File: config.mk
export PLATFORM = sky130hd
export DESIGN_NAME = fp2int_conv_flat
export DESIGN_NICKNAME = d
export VERILOG_FILES = /design/src/rtl/fp2int_conv_if.sv /design/src/rtl/fp2int_conv.sv /design/src/flat_wrapper.sv
export SDC_FILE = /design/constraint.sdc
export NUM_CORES = 1
export LEC_CHECK = 0
export CELL_PAD_IN_SITES_DETAIL_PLACEMENT = 1
export CELL_PAD_IN_SITES_GLOBAL_PLACEMENT = 1
export CORE_UTILIZATION = 46
export DETAILED_ROUTE_END_ITERATION = 6
export PLACE_DENSITY_LB_ADDON = 0.05
export SYNTH_ARGS = -nofsm -noshare
export SYNTH_HDL_FRONTEND = slang
export SYNTH_SLANG_ARGS = --single-unit
File: constraint.sdc
create_clock -name clk -period 3.9 [get_ports clk]
set_input_delay 0.585 -clock clk [delete_from_list [all_inputs] [get_ports clk]]
set_output_delay 0.585 -clock clk [all_outputs]
set_load 0.01 [all_outputs]
File: src/rtl/fp2int_conv_if.sv
// Start/done handshake bundle for the float-to-int converter.
// The requester drives start and a; the converter returns result and status flags.
interface fp2int_conv_if;
  logic        start;
  logic [31:0] a;
  logic [31:0] result;
  logic        done;
  logic        busy;
  logic        invalid;
  logic        inexact;

  modport master (output start, a, input result, done, busy, invalid, inexact);
  modport slave  (input start, a, output result, done, busy, invalid, inexact);
endinterface

File: src/rtl/fp2int_conv.sv
// Multi-cycle IEEE-754 single to int32 converter, round toward zero.
// The mantissa is aligned one bit per cycle through a serial shifter.
module fp2int_conv (
  input  logic          clk,
  input  logic          reset,
  fp2int_conv_if.slave  bus
);

  localparam int unsigned W      = 32;
  localparam int unsigned EXP_W  = 8;
  localparam int unsigned MANT_W = 24;
  localparam int unsigned CNT_W  = 5;

  typedef enum logic [2:0] {S_IDLE, S_CLASSIFY, S_SHIFT, S_SIGN, S_FINISH} state_t;

  state_t              state_q, state_d;
  logic                sgn_q, sgn_d;
  logic [EXP_W-1:0]    exp_q, exp_d;
  logic [MANT_W-1:0]   mant_q, mant_d;
  logic [W-1:0]        sr_q, sr_d;
  logic [CNT_W-1:0]    cnt_q, cnt_d;
  logic                left_q, left_d;
  logic                sticky_q, sticky_d;
  logic [W-1:0]        value_q, value_d;
  logic                inv_q, inv_d;
  logic                inx_q, inx_d;
  logic [W-1:0]        result_q, result_d;
  logic                done_q, done_d;
  logic                busy_q, busy_d;
  logic                invalid_q, invalid_d;
  logic                inexact_q, inexact_d;
  logic [EXP_W-1:0]    shamt_c;
  logic                frac_zero_c;

  // Distance of the exponent from 150, where the integer point sits just below mant[0].
  assign shamt_c     = (exp_q >= 8'd150) ? (exp_q - 8'd150) : (8'd150 - exp_q);
  assign frac_zero_c = (mant_q[MANT_W-2:0] == '0);

  always_comb begin
    state_d   = state_q;
    sgn_d     = sgn_q;
    exp_d     = exp_q;
    mant_d    = mant_q;
    sr_d      = sr_q;
    cnt_d     = cnt_q;
    left_d    = left_q;
    sticky_d  = sticky_q;
    value_d   = value_q;
    inv_d     = inv_q;
    inx_d     = inx_q;
    result_d  = result_q;
    done_d    = done_q;
    busy_d    = busy_q;
    invalid_d = invalid_q;
    inexact_d = inexact_q;

    unique case (state_q)
      S_IDLE: begin
        done_d = 1'b0;
        if (bus.start) begin
          sgn_d   = bus.a[31];
          exp_d   = bus.a[30:23];
          mant_d  = {1'b1, bus.a[22:0]};
          busy_d  = 1'b1;
          state_d = S_CLASSIFY;
        end
      end

      S_CLASSIFY: begin
        state_d = S_FINISH;
        inv_d   = 1'b0;
        inx_d   = 1'b0;
        if (exp_q == 8'hFF) begin
          value_d = (sgn_q && frac_zero_c) ? 32'h8000_0000 : 32'h7FFF_FFFF;
          inv_d   = 1'b1;
        end else if (exp_q >= 8'd158) begin
          // -2^31 is the only representable value at or above this exponent.
          if (sgn_q && exp_q == 8'd158 && frac_zero_c) begin
            value_d = 32'h8000_0000;
          end else begin
            value_d = sgn_q ? 32'h8000_0000 : 32'h7FFF_FFFF;
            inv_d   = 1'b1;
          end
        end else if (exp_q <= 8'd126) begin
          value_d = '0;
          inx_d   = !(exp_q == '0 && frac_zero_c);
        end else begin
          sr_d     = {8'b0, mant_q};
          sticky_d = 1'b0;
          left_d   = (exp_q >= 8'd150);
          cnt_d    = CNT_W'(shamt_c);
          state_d  = (shamt_c == '0) ? S_SIGN : S_SHIFT;
        end
      end

      S_SHIFT: begin
        if (left_q) begin
          sr_d = {sr_q[W-2:0], 1'b0};
        end else begin
          sr_d     = {1'b0, sr_q[W-1:1]};
          sticky_d = sticky_q | sr_q[0];
        end
        cnt_d = cnt_q - CNT_W'(1);
        if (cnt_q == CNT_W'(1)) begin
          state_d = S_SIGN;
        end
      end

      S_SIGN: begin
        value_d = sgn_q ? (~sr_q + 32'd1) : sr_q;
        inx_d   = sticky_q;
        inv_d   = 1'b0;
        state_d = S_FINISH;
      end

      S_FINISH: begin
        result_d  = value_q;
        invalid_d = inv_q;
        inexact_d = inx_q;
        done_d    = 1'b1;
        busy_d    = 1'b0;
        state_d   = S_IDLE;
      end

      default: state_d = S_IDLE;
    endcase
  end

  always_ff @(posedge clk) begin
    if (!reset) begin
      state_q   <= S_IDLE;
      sgn_q     <= 1'b0;
      exp_q     <= '0;
      mant_q    <= '0;
      sr_q      <= '0;
      cnt_q     <= '0;
      left_q    <= 1'b0;
      sticky_q  <= 1'b0;
      value_q   <= '0;
      inv_q     <= 1'b0;
      inx_q     <= 1'b0;
      result_q  <= '0;
      done_q    <= 1'b0;
      busy_q    <= 1'b0;
      invalid_q <= 1'b0;
      inexact_q <= 1'b0;
    end else begin
      state_q   <= state_d;
      sgn_q     <= sgn_d;
      exp_q     <= exp_d;
      mant_q    <= mant_d;
      sr_q      <= sr_d;
      cnt_q     <= cnt_d;
      left_q    <= left_d;
      sticky_q  <= sticky_d;
      value_q   <= value_d;
      inv_q     <= inv_d;
      inx_q     <= inx_d;
      result_q  <= result_d;
      done_q    <= done_d;
      busy_q    <= busy_d;
      invalid_q <= invalid_d;
      inexact_q <= inexact_d;
    end
  end

  assign bus.result  = result_q;
  assign bus.done    = done_q;
  assign bus.busy    = busy_q;
  assign bus.invalid = invalid_q;
  assign bus.inexact = inexact_q;

endmodule

File: src/flat_wrapper.sv
// flat-port wrapper written by rule: the top's interface ports become plain ports
module fp2int_conv_flat 
  (clk, reset, bus_start, bus_a, bus_result, bus_done, bus_busy, bus_invalid, bus_inexact);
  fp2int_conv_if bus_i ();
  input  logic clk;
  input  logic reset;
  input wire logic [$bits(bus_i.start)-1:0] bus_start;
  input wire logic [$bits(bus_i.a)-1:0] bus_a;
  output wire logic [$bits(bus_i.result)-1:0] bus_result;
  output wire logic [$bits(bus_i.done)-1:0] bus_done;
  output wire logic [$bits(bus_i.busy)-1:0] bus_busy;
  output wire logic [$bits(bus_i.invalid)-1:0] bus_invalid;
  output wire logic [$bits(bus_i.inexact)-1:0] bus_inexact;
  assign bus_i.start = bus_start;
  assign bus_i.a = bus_a;
  assign bus_result = bus_i.result;
  assign bus_done = bus_i.done;
  assign bus_busy = bus_i.busy;
  assign bus_invalid = bus_i.invalid;
  assign bus_inexact = bus_i.inexact;
  fp2int_conv u_core (.clk(clk), .reset(reset), .bus(bus_i));
endmodule
==> results.yml <==
yosys:
  yosys.area_share.simple: 0.221
  synth_top_family_by_area: "compound AO/OA/AOI/OAI gates"
  synthMuxAreaShare: 0.0530
  ys_ff_latch: 145
  syn_avg_cell_area_um2: 8.31
  synth_compound_area_frac: 0.233
  synthesis.area_um2: 7200
  syn-num-nets: 909
  syn_inst: 866
  ys_seq_area_frac: 0.403
  synth_fa_ha_area_frac: 0.0139
  synth_ff_type: "dfxtp_1"
  synth_edf_count: 0
  synth_cell_types: 60
  yosys.area_share.xor_xnor: 0.0280
  async_flop_share: 0
  yosysWarnings: 0
floorplanning:
  rows: 45
  io_pins: 71
  fp.dieH_um: 127
  die_area_um2: 16200
  die_w_um: 127
  initial_core_util: 0.472
  core_region_area_um2: 15300
timing:
  tightest_slew_ps: 1170
  maxSlewHeadroom: 0.218
  fin_setup_tns_ps: 0
  period_minus_slack_ps: 2970
  fmax_mhz: 336
  rsz0062_at_grt: "false"
  period_share: 0.762
  finClkSkew_ps: 7.82
  slew_viol_final: 0
  finalHoldViolCount: 0
  setup_viol: 0
detailed_routing:
  viasPerCell: 5.70
  vias: 6314
  drtIter0Drc: 514
  remaining_drc_errors: 0
  drt-total-wl_um: 19500
  antenna_left: 0
  drt_first_pass_iters: 5
  wire_per_inst_um: 17.6
setup_path:
  path_class: "reg -> reg"
  reg2reg_depth: 9
  cp_cell_sequence: "inv_1, ha_1, o2111a_1, nor4_1, buf_4, or2_1, buf_4, a221oi_1, nor2b_1"
  crit_path_end_kind: "flop"
  cpPeakStageDelay_ps: 570
  path_common_cell: "buf_4"
  cp_max_fo: 24
  arrival_ps: 3320
  required_ps: 4240
  critPathSlowestCell: "or2_1"
  critPathLaunch: "u_core.exp_q[0]$_SDFFE_PN0P_"
  cp-start-kind: "flop"
  reg2reg_from: "u_core.exp_q[0]$_SDFFE_PN0P_"
global_route:
  first_global_vias: 6285
  grt_max_degree: 114
  groute.usage.overall: 0.250
  grt_pass1_wl_um: 32400
  antenna_found_initial: 0
  gr-total-overflow: 0
placed_design:
  placed_area_um2: 7950
  gp_congestion: 0.899
  port_buffers: 70
  hpwl_um: 13000
  placed_cells: 1080
cts:
  cts_made_buffers: 17
  cts_setup_buffers: 0
  worst_skew_pair.late_latency_ps: 420
  cts_hold_buf: 0
  ctsLongestPathBuffers: 2
  cts.htree.levels: 4
  clk_pin_slew_worst_paths_ps: 60
  cts-root-buf: "clkbuf_16"
  cts_tree: "yes"
  cts.sinks: 145
  cts_resized: 0
final_layout:
  drive_gt1_frac: 0.0635
  finalNonFillerCells: 1108
  areaGrowthSynthToFinish_pct: 18.6
  n_antenna_cell: 0
  nFillCells: 1825
  utilization: 0.559
  stdcell_area_um2: 8530
  fin_nets: 931
power_and_ir_drop:
  power_uw: 3520
  leakage_uw: 0.00291
  p_per_area_nw_per_um2: 413
  vdd_drop_max_uv: 292
worst_hold_path:
  hold_class: "reg -> reg"
  min-delay-start: "u_core.bus.result[24]$_SDFFE_PN0P_"
  min_path_cells: 2
outcome:
  status: "complete, no violations"
run:
  drv_cap: 0
cell type report:
cell class	count	area (µm²)	area share
clock buffer	22	474	0.0556
multi-input combinational	637	3980	0.466
tap	211	264	0.0309
timing repair buffer	80	783	0.0918
inverter	7	26.3	0.00308
clock inverter	6	108	0.0126
sequential	145	2900	0.340
layout by cell type (no fill, tap or decap), types with 11 or more instances in the layout:
cell type / count
nand2_1: 178
dfxtp_1: 145
a21boi_0: 70
clkdlybuf4s50_1: 69
o21ai_0: 44
mux2i_1: 37
nor2_1: 34
nor2b_1: 27
a21oi_1: 23
a221oi_1: 23
clkbuf_16: 17
o31ai_1: 15
o22ai_1: 15
or3_1: 13
xnor2_1: 13
nand2b_1: 11
nor4_1: 11
worst max-delay path: cells and delay by family (launching register included):
family          cells  cell delay (ps)
compound gates      2              400
fa+ha+maj           1              250
buf+inv             3              730
flops               1              490
simple gates        3             1030
Yosys cell counts (all sizes together) (13+ instances only):
cell    number  area [µm²]
o21ai       44         220
a221oi      23         201
a21boi      72         541
nor2b       27         169
o31ai       15         113
xnor2       13         114
clkbuf      66         248
mux2i       37         370
o22ai       15        93.8
or3         13        81.3
nand2      178         668
a21oi       23         115
dfxtp      145        2900
nor2        34         128
cells by family (layout without fill, tap and decap cells):
kind of cell | after synthesis | in the layout
muxes | 38 | 38
xor gates and xnor gates | 23 | 23
buffers and inverters | 84 | 115
AOI/OAI and AO/OA | 234 | 234
DFF | 145 | 145
and+or+nand+nor | 334 | 334
adders and majority gates | 8 | 8
layer usage:
layer  vias up  GRT usage  wire [µm]
met3        23     0.0385        587
met5         -          0          0
li1       3098          -          -
met1      3072      0.335       9530
met2       121      0.409       9090
met4         0     0.0903        244
final timing paths:
kind / to / slack [ps]
hold / removal: u_core.bus.result[24]$_SDFFE_PN0P_ / 460
setup / recovery: u_core.sr_q[4]$_SDFFE_PN0P_ / 930
setup reg to reg: u_core.sr_q[4]$_SDFFE_PN0P_ / 930
hold reg to reg: u_core.bus.result[24]$_SDFFE_PN0P_ / 460
per-stage QoR:
stage | hold slack [ps] | setup WS [ps]
floorplan | 438 | 1500
global placement | 450 | 1150
detailed placement | 456 | 1030
CTS | 464 | 985
global route | 481 | 775
finish | 459 | 926
flip-flops by register name, indices dropped and copies added, names as in the netlist:
name                flops
u_core.state_q          3
u_core.bus.done         1
u_core.sr_q            32
u_core.exp_q            8
u_core.mant_q          24
u_core.inx_q            1
u_core.cnt_q            5
u_core.bus.busy         1
u_core.sgn_q            1
u_core.bus.result      32
u_core.left_q           1
u_core.value_q         32
u_core.bus.invalid      1
u_core.sticky_q         1
u_core.inv_q            1
u_core.bus.inexact      1
power by group:
part,total (µW),internal (µW),switching (µW)
Clock,1640,1040,600
Sequential,1600,1540,63.3
Combinational,283,127,156
(Power assumes the default switching activity.)
==> RTL edit, RTL diff (config.mk and constraints unchanged) <==
Take the reset off `value_q` and load it in a clocked block of its own.
--- a/src/rtl/fp2int_conv.sv
+++ b/src/rtl/fp2int_conv.sv
@@ -136,7 +136,6 @@
       cnt_q     <= '0;
       left_q    <= 1'b0;
       sticky_q  <= 1'b0;
-      value_q   <= '0;
       inv_q     <= 1'b0;
       inx_q     <= 1'b0;
       result_q  <= '0;
@@ -153,7 +152,6 @@
       cnt_q     <= cnt_d;
       left_q    <= left_d;
       sticky_q  <= sticky_d;
-      value_q   <= value_d;
       inv_q     <= inv_d;
       inx_q     <= inx_d;
       result_q  <= result_d;
@@ -164,6 +162,10 @@
     end
   end
 
+  always_ff @(posedge clk) begin
+    value_q <= value_d;
+  end
+
   assign bus.result  = result_q;
   assign bus.done    = done_q;
   assign bus.busy    = busy_q;
Formal check against the unedited RTL: same outputs for any inputs over 4 cycles, from zero or initial values and one cycle with reset low; that may be too few to reach the edited logic, so the function may still have changed.
==> RTL edit against the unedited design <==
- area after synthesis is 0.64% lower
- final area shrank 0.10%
- routed wire length shrank 9.3%
- combinational power grew 22%
- worst setup slack improved by 0.023 ns
- clock skew is 0.00078 ns higher
- power increased by 7.7%
- sequential cell count did not move
- count of clock-buffer cells in the layout shrank 4
- critical path type unchanged
- largest cell class unchanged
- largest power group unchanged
==> RTL edit: results <==
metrics = {
    "run_status": {
        "outcome": "completed",
    },
    "worst_setup_path": {
        "r2r-end": "u_core.sr_q[0]$_SDFFE_PN0P_",
        "r2r_start": "u_core.exp_q[4]$_SDFFE_PN0P_",
        "reg2reg_depth": 6,
        "slowest_stage": "nand2_1",
        "cp_top_family": "compound AO/OA/AOI/OAI gates",
        "startpoint": "u_core.exp_q[4]$_SDFFE_PN0P_",
        "slowest_delay_ns": 0.75,
        "arrival_ns": 3.31,
        "crit_fanout": 27,
    },
    "global_routing": {
        "grt_pass1_vias": 5865,
        "grt_max_degree": 79,
        "grt_use_total": 0.2317,
        "grt_first_pass_wirelength_um": 29620,
    },
    "sta": {
        "worst_slew_pin_slew_ns": 1.166,
        "clock.fmax_mhz": 338.9,
        "fin_worst_skew_ns": 0.008598,
    },
    "worst_hold_path": {
        "holdPathEnd": "u_core.bus.result[2]$_SDFFE_PN0P_",
        "hp-start": "u_core.bus.result[2]$_SDFFE_PN0P_",
    },
    "place": {
        "dp_hpwl_um": 12240,
        "preCtsSetupSlack_ns": 0.9365,
        "gp_congestion": 0.8499,
    },
    "logic_synthesis": {
        "synth.area.mux_share": 0.04759,
        "synth_edf_count": 32,
        "synth_adder_area_share": 0.01400,
        "synth_compound_area_frac": 0.2141,
        "synth_cell_types": 59,
        "syn_nets": 858,
        "yosys-top-cells-count": "199 x nand2_1, 113 x dfxtp_1, 91 x a21boi_0",
        "synth_xor_area_frac": 0.04164,
    },
    "power": {
        "leakagePower_nw": 2.856,
    },
    "route": {
        "vias_per_cell": 5.533,
        "drt-initial-drc-count": 296,
    },
    "finish": {
        "final_nets": 887,
    },
}
RTL edit: changes by cell type after synthesis, moves of 10 or more:
cell / before / now
a221oi_1: 23 / 1
dfxtp_1: 145 / 113
nor2b_1: 27 / 13
xor2_1: 10 / 29
clkbuf_1: 66 / 50
o22ai_1: 15 / 2
edfxtp_1: 0 / 32
nand2_1: 178 / 199
buf_2: 6 / 16
o211ai_1: 0 / 24
nor2_1: 34 / 20
a21boi_0: 70 / 91
RTL edit: area by class of cell:
| class | instances | area share |
|---|---|---|
| repair buffers | 78 | 0.08864 |
| flip-flops and latches | 145 | 0.3780 |
| clock inverters | 14 | 0.02495 |
| clock buffers | 18 | 0.05034 |
| inverters | 10 | 0.004403 |
| multi-input cells | 592 | 0.4260 |
| well taps | 188 | 0.02759 |
RTL edit: layer usage:
layer | part of all wire | global-route usage | wire length, µm | vias to the layer above
met1 | 0.47 | 0.2999 | 8338 | 2769
met2 | 0.48 | 0.3958 | 8548 | 100
met4 | 0.014 | 0.07353 | 254 | 0
met5 | 0 | 0 | 0 | -
met3 | 0.029 | 0.03838 | 515 | 19
li1 | - | - | - | 2894
RTL edit: metrics by stage:
step,instances,power (mW)
2_1_floorplan,815,1.906
4_1_cts,1045,3.834
3_3_place_gp,1013,2.034
6_report,1045,3.796
5_1_grt,1045,3.926
3_5_place_dp,1013,2.048
RTL edit: power breakdown:
part | internal (mW) | switching, mW | leakage (nW)
clock | 1.13 | 0.650 | 0.304
sequential | 1.61 | 0.0590 | 1.22
combinational | 0.146 | 0.199 | 1.34
RTL edit: cells by family (layout without fill, tap and decap cells):
family          count (synthesis)  in the layout
compound gates                223            223
mux                            34             34
simple gates                  293            293
buf+inv                        78            120
flops                         145            145
xor+xnor                       34             34
fa+ha+maj                       8              8
